==> src/rtl/approx_seq_divider.sv <==
// Restoring divider (16/8) producing one quotient bit per clock.
// mask=0 skips the low TRUNC quotient bits for a shorter, approximate result.
module approx_seq_divider #(
  parameter int TRUNC = 4
) (
  input  logic        clk,
  input  logic        rst,
  input  logic        start,
  input  logic [15:0] in1,
  input  logic [7:0]  in2,
  input  logic        mask,
  output logic        busy,
  output logic        done,
  output logic [15:0] quot,
  output logic [7:0]  rem,
  output logic        div_zero
);

  // state | meaning
  // IDLE  | waiting for start
  // RUN   | one restoring iteration per cycle, cnt counts down to 1
  // DZ    | single busy cycle for a zero divisor
  // FIN   | done pulse, results valid; a new start is accepted here
  typedef enum logic [1:0] {IDLE, RUN, DZ, FIN} state_t;

  localparam logic [4:0] K_EXACT  = 5'd16;
  localparam logic [4:0] K_APPROX = 5'(16 - TRUNC);

  state_t      state, state_nx;
  logic        accept, last_iter, q_bit;
  logic [15:0] dvd, q_wk, q_nx;
  logic [7:0]  dvs, p, p_nx;
  logic [8:0]  p_sh;
  logic        mask_r;
  logic [4:0]  cnt;

  assign accept    = start && (state == IDLE || state == FIN);
  assign last_iter = (cnt == 5'd1);

  always_comb begin
    p_sh  = {p, dvd[15]};
    q_bit = (p_sh >= {1'b0, dvs});
    p_nx  = q_bit ? 8'(p_sh - {1'b0, dvs}) : p_sh[7:0];
    q_nx  = {q_wk[14:0], q_bit};
  end

  always_ff @(posedge clk) begin
    if (rst) state <= IDLE;
    else     state <= state_nx;
  end

  always_comb begin
    state_nx = state;
    case (state)
      IDLE, FIN: begin
        if (accept) state_nx = (in2 == 8'd0) ? DZ : RUN;
        else        state_nx = IDLE;
      end
      RUN:     if (last_iter) state_nx = FIN;
      DZ:      state_nx = FIN;
      default: state_nx = IDLE;
    endcase
  end

  always_comb begin
    busy = 1'b0;
    done = 1'b0;
    case (state)
      RUN, DZ: busy = 1'b1;
      FIN:     done = 1'b1;
      default: ;
    endcase
  end

  always_ff @(posedge clk) begin
    if (rst) begin
      dvd      <= '0;
      dvs      <= '0;
      mask_r   <= 1'b0;
      p        <= '0;
      q_wk     <= '0;
      cnt      <= '0;
      quot     <= '0;
      rem      <= '0;
      div_zero <= 1'b0;
    end else if (accept) begin
      dvd    <= in1;
      dvs    <= in2;
      mask_r <= mask;
      p      <= '0;
      q_wk   <= '0;
      cnt    <= mask ? K_EXACT : K_APPROX;
    end else if (state == RUN) begin
      dvd  <= {dvd[14:0], 1'b0};
      p    <= p_nx;
      q_wk <= q_nx;
      cnt  <= cnt - 5'd1;
      // In approximate mode only 16-TRUNC bits were produced; align them to the top.
      if (last_iter) begin
        quot     <= mask_r ? q_nx : (q_nx << TRUNC);
        rem      <= p_nx;
        div_zero <= 1'b0;
      end
    end else if (state == DZ) begin
      quot     <= 16'hFFFF;
      rem      <= dvd[7:0];
      div_zero <= 1'b1;
    end
  end

endmodule

==> config.mk <==
export PLATFORM = sky130hd
export DESIGN_NAME = approx_seq_divider
export DESIGN_NICKNAME = d
export VERILOG_FILES = /design/src/rtl/approx_seq_divider.sv
export SDC_FILE = /design/constraint.sdc
export NUM_CORES = 1
export LEC_CHECK = 0
export BUFFER_PORTS_ARGS = -buffer_cell sky130_fd_sc_hd__buf_2
export CAP_MARGIN = 40
export CORE_ASPECT_RATIO = 0.9
export CORE_MARGIN = 1.5
export CORE_UTILIZATION = 55
export CTS_CLUSTER_DIAMETER = 200
export DETAILED_ROUTE_END_ITERATION = 8
export PLACE_DENSITY_LB_ADDON = 0.25
export SYNTH_ARGS = -nofsm -noshare
export SYNTH_HDL_FRONTEND = slang
export SYNTH_SLANG_ARGS = --single-unit
==> constraint.sdc <==
create_clock -name clk -period 2.45 [get_ports clk]
set_input_delay 0.245 -clock clk [delete_from_list [all_inputs] [get_ports clk]]
set_output_delay 0.245 -clock clk [all_outputs]
set_load 0.02 [all_outputs]
==> results of run 1 <==
-- worst paths after layout --
check,from,to,slack [ns],cells past startpoint
worst min-delay path,in2[2],dvs[2]$_SDFFE_PP0P_,0.15,3
worst max-delay path,dvs[7]$_SDFFE_PP0P_,rem[0]$_SDFFE_PP0P_,0.23,7
worst max register to register,dvs[7]$_SDFFE_PP0P_,rem[0]$_SDFFE_PP0P_,0.23,7
worst min register to register,dvs[4]$_SDFFE_PP0P_,dvs[4]$_SDFFE_PP0P_,0.46,2
-- report_power, final --
| group | switching, mW | internal (mW) |
|---|---|---|
| Combinational | 2.08 | 1.33 |
| Sequential | 0.288 | 1.69 |
| Clock | 0.486 | 0.678 |
-- worst reg2reg max path: stages, from the launching register on --
cell and delay [ns]:
dfxtp_1 0.33, inv_1 0.04, ha_1 0.40, and3_1 0.27
nand3_2 0.12, o21ai_2 0.43, mux2_2 0.41, o21ai_1 0.14
-- cells in the final DEF (no fill, tap or decap), types with 2 or more instances in the layout --
cell        count
a21o_1          5
nor3_1          6
a211oi_1       18
o21ai_0        21
inv_1          16
buf_2          54
nor4_1          4
buf_4          10
a31oi_1         7
clkinvlp_4      2
o21a_1          4
nor2b_1         3
dfxtp_1        80
nand3_1         4
a41oi_1         2
and3_1          6
o211ai_1        2
xor2_1          2
clkbuf_8        9
ha_1           11
or2_2           2
bufinv_16       3
nor2_1         57
nand2_1        39
nand2b_1        4
a311oi_1       16
xnor2_1         3
o31a_1          3
mux2i_1        42
a21oi_1        29
-- state kept, by name (all words and copies together), names as in the netlist --
signal,flops
p,8
cnt,5
state,2
rem,8
quot,16
dvd,16
mask_r,1
div_zero,1
q_wk,15
dvs,8
-- cell type report --
type	instances	area share, %
flip-flops and latches	80	36.4
clock inverters	7	2.70
repair buffers	64	7.84
inverters	17	1.45
clock buffers	9	2.81
well taps	90	2.56
multi-input cells	311	46.3
-- kinds of logic after synthesis --
family / after synthesis / synth area share (%)
xor gates and xnor gates: 5 / 1.15
adders and majority gates: 13 / 4.45
buffers and inverters: 44 / 4.82
AOI/OAI and AO/OA: 118 / 21.0
and+or+nand+nor: 132 / 15.4
DFF: 80 / 41.9
muxes: 43 / 11.3
-- metrics by stage --
step                std cells  setup slack [ns]  area [sq um]  util (%)
global route              578            0.0636          4400      66.1
detailed placement        562             0.274          4160      62.5
global placement          562             0.365          4160      62.5
finish                    578             0.230          4400      66.1
floorplan                 435             0.524          3820         -
CTS                       578             0.231          4400      66.1
-- metal layers --
metal | up-vias | GRT usage, % | wire length [um]
li1 | 1664 | - | -
met1 | 1526 | 30.5 | 4030
met2 | 95 | 42.0 | 3980
met3 | 9 | 8.52 | 564
met4 | 0 | 6.72 | 108
met5 | - | 0 | 0
==> key figures, run 1 <==
Run status
  – Status: completed

Finish
  – Ant. Diodes: 0
  – Sequential standard cell area: 1600 sq um
  – Synthesis-to-layout area growth: 15.3%
  – Fraction of layout cells with a size suffix above 1: 18.2%
  – Layout filler cell count: 559
  – Total Nets Final: 524
  – Multi-input gate area in the final layout: 2040 sq um

Job
  – Maximum capacitance violations: 0

Die
  – Initial core utilization: 57.4%
  – Die ar.: 7450 sq um
  – FP Rows: 28
  – Die Y: 82.1 um
  – Die Wd: 90.8 um
  – I/O pin count: 55
  – Core ar.: 6660 sq um

Route
  – Initial DRT Pass Iterations: 4
  – Post-Route WL: 8680 um
  – Vias per cell: 5.70
  – Vias: 3,294
  – 1st-iter DRT viols: 175
  – Wire per inst: 15.0 um
  – DRC: 0
  – Remaining antenna violation count after routing: 0

STA
  – Max_slew headroom: 39.2%
  – Period Utilization, post-route: 90.6%
  – # setup viols final: 0
  – Slew Limit Fails: 0
  – Fin. Hold Viols: 0
  – Setup TNS: 0 ns
  – Shortest period the worst path allows: 2.22 ns
  – Tightest Pin Transition: 0.911 ns
  – Hold Slack: 0.146 ns
  – Final clock skew: 0.00475 ns
  – Unrepaired setup endpoints after global routing: false
  – Fmax: 451 MHz

Critical path
  – CP startpoint kind: flip-flop
  – Delay of the slowest cell on the worst path: 0.43 ns
  – Sequence of cells on the critical path: inv_1, ha_1, and3_1, nand3_2, o21ai_2, mux2_2, o21ai_1
  – Critical path's slowest cell: o21ai_2
  – Critical path arrival: 2.50 ns
  – Worst path required time: 2.73 ns
  – CP Capture Type: flip-flop
  – Crit path max fanout: 9
  – CP delay by family, top: compound AO/OA/AOI/OAI gates
  – Worst Path Buf+Inv: 1
  – Critical path class: flip-flop to flip-flop

Yosys
  – Syn_area_per_cell: 8.78 sq um
  – Seq cells post-synth: 80
  – Synthesized net count: 476
  – Ys flop type: dfxtp_1
  – Commonest cells post-synth: dfxtp_1, nor2_1, mux2i_1
  – Dominant cell type by area after synthesis: dfxtp_1
  – Ys async rst share: 0%
  – Post-synth EDFFs: 0
  – Mapped Area: 3820 sq um
  – Area share of the largest cell type after synthesis: 41.9%
  – Synth top area cells: dfxtp_1, mux2i_1, nor2_1
  – Yosys warning count: 0
  – Syn Inst Count: 435
  – Most numerous cell in the Yosys netlist: dfxtp_1
  – Sequential-to-total area share from yosys stat: 41.9%
  – Unique cell type count in the Yosys netlist: 51

Pwr
  – Static leakage: 1.79 nW
  – VDD IR max: 785 uV
  – P per Cell Area: 1490 nW/um^2
  – Final Power: 6.55 mW

CTS
  – Worst-path clk slew: 0.08 ns
  – Htree depth: 3
  – CTS tree: yes
  – Clock buffer depth: 2
  – Root Driver: clkbuf_8
  – Setup bufs post-CTS: 0
  – Clk sink count: 80
  – Latest clock arrival within the worst-skew pair: 0.35 ns
  – CTS buffer count: 9
  – CTS resizes: 0
  – # hold bufs at CTS: 0

Placed design
  – DPL Wire Length: 6020 um
  – RD Place Congestion: 0.852
  – PortBufs: 54

Global routing
  – Vias in the first global route: 3,063
  – Grt ovf: 0
  – Initial antenna violation count: 0
  – GRT Overall Usage: 24.8%
  – Largest net degree at the start of global routing: 48
  – First-pass GRT wire length: 14,500 um

Hold path
  – Hold crit path type: input port to flip-flop
No activity file was read; power rests on OpenSTA's default activity.
==> inputs of run 2 (changes only) <==
--- a/config.mk
+++ b/config.mk
@@ -12,7 +12,9 @@
 export CORE_UTILIZATION = 55
 export CTS_CLUSTER_DIAMETER = 200
 export DETAILED_ROUTE_END_ITERATION = 8
+export MAX_ROUTING_LAYER = met4
 export PLACE_DENSITY_LB_ADDON = 0.25
+export RECOVER_POWER = 100
 export SYNTH_ARGS = -nofsm -noshare
 export SYNTH_HDL_FRONTEND = slang
 export SYNTH_SLANG_ARGS = --single-unit
==> key figures, run 2 (synthesis gave the netlist of run 1 again) <==
Run status
  – Status: completed

STA
  – Unrepaired setup endpoints after global routing: false
  – Hold Slack: 0.151 ns (+0.00574 ns)
  – Slew Limit Fails: 0 (unchanged)
  – # setup viols final: 0 (unchanged)
  – Setup TNS: 0 ns (unchanged)
  – Period Utilization, post-route: 92.4% (+1.8 points)
  – Fin. Hold Viols: 0 (unchanged)
  – Worst setup margin: 0.185 ns (-0.0449 ns)
  – Tightest Pin Transition: 0.861 ns (-0.0507 ns)
  – Max_slew headroom: 42.5% (+3.4 points)
  – Final clock skew: 0.00447 ns (-0.000280 ns)
  – Fmax: 442 MHz (-2.0%)
  – Shortest period the worst path allows: 2.26 ns (+0.0449 ns)

Finish
  – Final core occ: 64.8% (-1.4 points)
  – Fraction of layout cells with a size suffix above 1: 11.5% (-6.7 points)
  – Biggest registers after layout: dvd: 16 flops, quot: 16 flops, q_wk: 15 flops
  – Total Nets Final: 523 (-0.19%)
  – Ant. Diodes: 0 (unchanged)
  – Synthesis-to-layout area growth: 12.9%
  – Most common cell after layout, fill and taps aside: dfxtp_1
  – Post-route cell area: 4310 sq um (-2.0%)
  – Commonest cells after routing, fill and taps aside: dfxtp_1, nor2_1, mux2i_1

Placed design
  – Dpl ws: 0.260 ns (-0.0140 ns)
  – RD Place Congestion: 0.862 (+1.2%)
  – PortBufs: 54 (unchanged)
  – Area after DPL: 4170 sq um (+0.12%)
  – DPL Wire Length: 6080 um (+0.99%)

Pwr
  – Static leakage: 1.67 nW (-7.1%)
  – VDD IR max: 826 uV (+5.3%)
  – P per Cell Area: 1460 nW/um^2 (-1.9%)

Critical path
  – R2r setup slk: 0.19 ns (-0.04 ns)
  – Critical path arrival: 2.53 ns (+0.03 ns)
  – Critical path's slowest cell: o21ai_2
  – Critical Path Sink: p[0]$_SDFFE_PP0P_
  – CP Capture Type: flip-flop
  – Worst path required time: 2.71 ns (-0.02 ns)
  – Delay of the slowest cell on the worst path: 0.44 ns (about the same)
  – Critical R2R Capture: p[0]$_SDFFE_PP0P_
  – Sequence of cells on the critical path: inv_1, ha_1, and3_1, nand3_1, o21ai_2, mux2_1, o22ai_1
  – Critical Path Start: dvs[7]$_SDFFE_PP0P_
  – CP startpoint kind: flip-flop
  – Critical path class: flip-flop to flip-flop
  – Crit path max fanout: 9 (unchanged)
  – Reg2reg start: dvs[7]$_SDFFE_PP0P_
  – Worst r2r path cells: 7 (unchanged)

Route
  – Initial DRT Pass Iterations: 6 (+2)
  – Wire per inst: 15.2 um (+1.0%)
  – Post-Route WL: 8760 um (+0.86%)
  – 1st-iter DRT viols: 271 (+55%)
  – Remaining antenna violation count after routing: 0 (unchanged)
  – Vias: 3,319 (+0.76%)
  – DRC: 0 (unchanged)
  – Vias per cell: 5.75 (+0.93%)

CTS
  – CTS resizes: 0 (unchanged)
  – Clock buffer depth: 2 (unchanged)
  – Clk sink count: 80 (unchanged)
  – Htree depth: 3 (unchanged)
  – # hold bufs at CTS: 0 (unchanged)
  – Setup bufs post-CTS: 0 (unchanged)
  – Worst-path clk slew: 0.08 ns (about the same)
  – CTS buffer count: 9 (unchanged)
  – Root Driver: clkbuf_8
  – Latest clock arrival within the worst-skew pair: 0.35 ns (about the same)
  – CTS tree: yes

Global routing
  – Grt ovf: 0 (unchanged)
  – First-pass GRT wire length: 14,300 um (-1.1%)
  – Largest net degree at the start of global routing: 42 (-13%)
  – GRT Overall Usage: 25.1% (+0.26 points)
  – Vias in the first global route: 2,984 (-2.6%)
  – Initial antenna violation count: 0 (unchanged)

Job
  – Maximum capacitance violations: 0 (unchanged)

Die
  – Initial core utilization: 57.4% (unchanged)
  – Die Y: 82.1 um (unchanged)
  – FP Rows: 28 (unchanged)
  – Die ar.: 7450 sq um (unchanged)
  – Die Wd: 90.8 um (unchanged)
  – Core ar.: 6660 sq um (unchanged)
  – I/O pin count: 55 (unchanged)

Hold path
  – Hold crit path type: input port to flip-flop
-- run 2: critical path: cells and delay by family (launching register included) --
kind / cells / cell delay [ns]
multiplexers: 1 / 0.39
AO/OA/AOI/OAI: 2 / 0.57
adder cells (fa/ha/maj): 1 / 0.41
flip-flops: 1 / 0.33
AND/OR/NAND/NOR: 2 / 0.43
buffers and inverters: 1 / 0.04
-- run 2: routing by layer --
layer | vias up | share of wire [%] | GRT usage (%)
met2 | 96 | 44 | 38.6
met3 | 14 | 5.9 | 5.83
met4 | 0 | 1.6 | 7.81
met1 | 1544 | 48 | 32.9
met5 | - | 0 | -
li1 | 1665 | - | -
-- run 2: how the worst min path moves through the flow --
stage | from | endpoint | cells past startpoint
6_report | in2[1] | dvs[1]$_SDFFE_PP0P_ | 3
5_1_grt | in2[2] | dvs[2]$_SDFFE_PP0P_ | 3
4_1_cts | in2[0] | dvs[0]$_SDFFE_PP0P_ | 3
3_5_place_dp | dvs[3]$_SDFFE_PP0P_ | dvs[3]$_SDFFE_PP0P_ | 2
3_3_place_gp | dvs[3]$_SDFFE_PP0P_ | dvs[3]$_SDFFE_PP0P_ | 2
2_1_floorplan | in2[2] | dvs[2]$_SDFFE_PP0P_ | 2
-- run 2: layout make-up --
cell class	instances	area [sq um]
clock buffers	11	141
clock inverters	5	56.3
fillers	608	2340
inverters	17	63.8
multi-input cells	311	2030
flip-flops and latches	80	1600
well taps	90	113
repair buffers	63	312
-- run 2: report_power, final --
group          leakage [nW]  internal [mW]  total, mW  switching (mW)
sequential            0.657           1.69       1.98           0.289
clock                0.0993          0.497      0.972           0.474
combinational         0.910           1.27       3.35            2.08
total                  1.67           3.46       6.30            2.84
-- run 2: per-stage QoR --
step | std cells | power [mW]
after floorplan | 435 | 4.62
after global placement | 561 | 5.29
after detailed placement | 561 | 5.37
after CTS | 577 | 6.35
after global routing | 577 | 6.75
final | 577 | 6.30
==> inputs of run 3 (changes only) <==
--- a/config.mk
+++ b/config.mk
@@ -5,9 +5,9 @@
 export SDC_FILE = /design/constraint.sdc
 export NUM_CORES = 1
 export LEC_CHECK = 0
+export ABC_CLOCK_PERIOD_IN_PS = 2450
 export BUFFER_PORTS_ARGS = -buffer_cell sky130_fd_sc_hd__buf_2
 export CAP_MARGIN = 40
-export CORE_ASPECT_RATIO = 0.9
 export CORE_MARGIN = 1.5
 export CORE_UTILIZATION = 55
 export CTS_CLUSTER_DIAMETER = 200
==> key figures, run 3 (synthesis gave the netlist of run 1 again) <==
CTS
  – CTS tree: yes
  – Clock buffer depth: 2 (unchanged)
  – Htree depth: 3 (unchanged)
  – CTS buffer count: 9 (unchanged)
  – Latest clock arrival within the worst-skew pair: 0.36 ns (about the same)
  – Root Driver: clkbuf_8
  – Setup bufs post-CTS: 0 (unchanged)
  – CTS resizes: 0 (unchanged)
  – Worst-path clk slew: 0.08 ns (about the same)
  – # hold bufs at CTS: 0 (unchanged)
  – Clk sink count: 80 (unchanged)

STA
  – Unrepaired setup endpoints after global routing: false
  – Shortest period the worst path allows: 2.22 ns (-0.0475 ns)
  – Slew Limit Fails: 0 (unchanged)
  – Max_slew headroom: 44.1% (+1.5 points)
  – Period Utilization, post-route: 90.5% (-1.9 points)
  – Fin. Hold Viols: 0 (unchanged)
  – Setup TNS: 0 ns (unchanged)
  – # setup viols final: 0 (unchanged)
  – Worst setup margin: 0.233 ns (+0.0475 ns)
  – Final clock skew: 0.0115 ns (+0.00700 ns)
  – Tightest Pin Transition: 0.838 ns (-0.0228 ns)
  – Fmax: 451 MHz (+2.1%)

Route
  – M1 wire length: 4170 um (-1.7%)
  – Initial DRT Pass Iterations: 5 (-1)
  – WL met2: 3870 um (unchanged)
  – DRC: 0 (unchanged)
  – Remaining antenna violation count after routing: 0 (unchanged)
  – Wire per inst: 15.3 um (+0.97%)
  – Vias: 3,339 (+0.60%)
  – Met3 Wirelength: 465 um (-9.9%)
  – Top layer in use: met4
  – 1st-iter DRT viols: 203 (-25%)
  – Vias per cell: 5.88 (+2.2%)
  – Post-Route WL: 8710 um (-0.61%)

Critical path
  – CP Capture Type: flip-flop
  – Critical path arrival: 2.51 ns (-0.02 ns)
  – Worst path required time: 2.75 ns (+0.04 ns)
  – Crit path max fanout: 15 (+6)
  – Critical path class: flip-flop to flip-flop
  – CP startpoint kind: flip-flop

Run status
  – Status: completed

Die
  – Core ar.: 6760 sq um (+1.5%)
  – Die Wd: 86.3 um (-5.0%)
  – Die Y: 86.3 um (+5.2%)
  – I/O pin count: 55 (unchanged)
  – Die ar.: 7450 sq um (about the same)
  – Initial core utilization: 56.5% (-0.85 points)
  – FP Rows: 30 (+7.1%)

Pwr
  – VDD IR max: 606 uV (-27%)
  – Static leakage: 1.68 nW (+0.69%)
  – P per Cell Area: 1470 nW/um^2 (+0.59%)

Placed design
  – RD Place Congestion: 0.918 (+6.5%)
  – Dpl ws: 0.320 ns (+0.0598 ns)
  – PortBufs: 54 (unchanged)
  – DPL Wire Length: 6180 um (+1.8%)

Job
  – Maximum capacitance violations: 0 (unchanged)

Global routing
  – GRT Overall Usage: 25.8% (+0.76 points)
  – First-pass GRT wire length: 14,700 um (+2.5%)
  – Grt ovf: 0 (unchanged)
  – Initial antenna violation count: 0 (unchanged)
  – Largest net degree at the start of global routing: 35 (-17%)
  – Vias in the first global route: 3,063 (+2.6%)

Finish
  – Most common cell after layout, fill and taps aside: dfxtp_1
  – Multi-input gate area in the final layout: 2030 sq um (+0.37%)
  – Biggest registers after layout: dvd: 16 flops, quot: 16 flops, q_wk: 15 flops
  – Commonest cells after routing, fill and taps aside: dfxtp_1, nor2_1, mux2i_1
  – Ant. Diodes: 0 (unchanged)
  – Sequential standard cell area: 1600 sq um (unchanged)
  – Total Nets Final: 524 (+0.19%)
  – Layout filler cell count: 600 (-1.3%)
  – Synthesis-to-layout area growth: 13.1%
  – Fraction of layout cells with a size suffix above 1: 12.3% (+0.80 points)

Hold path
  – Hold crit path type: input port to flip-flop
[run 3: cell type report]
| type | count | area share [%] |
|---|---|---|
| timing repair buffer | 64 | 7.33 |
| inverter | 17 | 1.48 |
| tap | 80 | 2.32 |
| sequential | 80 | 37.1 |
| multi-input combinational | 311 | 47.1 |
| clock inverter | 7 | 1.88 |
| clock buffer | 9 | 2.87 |
[run 3: worst paths after layout]
kind | start | to | slack, ns | cells past startpoint
setup / recovery | cnt[0]$_SDFFE_PP0P_ | rem[0]$_SDFFE_PP0P_ | 0.23 | 7
hold / removal | in2[1] | dvs[1]$_SDFFE_PP0P_ | 0.14 | 3
setup reg to reg | cnt[0]$_SDFFE_PP0P_ | rem[0]$_SDFFE_PP0P_ | 0.23 | 7
hold reg to reg | dvs[3]$_SDFFE_PP0P_ | dvs[3]$_SDFFE_PP0P_ | 0.46 | 2
[run 3: power breakdown]
group / total [mW] / switching [mW] / internal, mW
registers: 1.98 / 0.293 / 1.69
clock network: 1.01 / 0.523 / 0.483
logic: 3.36 / 2.08 / 1.28
total: 6.35 / 2.90 / 3.45
[run 3: critical path: stages, from the launching register on]
cell and delay, ns:
dfxtp_1 0.42, ha_1 0.17, or4b_1 0.58, a21oi_4 0.21, clkbuf_2 0.28, nor2_1 0.09, or3_1 0.31, o21ai_1 0.11
[run 3: through the flow]
step | hold WS, ns | cell area, sq um | std cells | total power, mW | util (%)
CTS | 0.125 | 4370 | 568 | 6.40 | 64.6
global route | 0.154 | 4320 | 568 | 6.83 | 63.9
detailed placement | 0.448 | 4160 | 552 | 5.38 | 61.6
floorplan | 0.381 | 3820 | 435 | 4.62 | -
global placement | 0.444 | 4160 | 552 | 5.32 | 61.6
finish | 0.142 | 4320 | 568 | 6.35 | 63.9
[run 3: routing by layer]
| layer | GRT usage [%] | vias to the layer above |
|---|---|---|
| li1 | - | 1667 |
| met1 | 36.1 | 1548 |
| met2 | 37.4 | 105 |
| met3 | 4.76 | 19 |
| met4 | 9.38 | 0 |
| met5 | - | - |
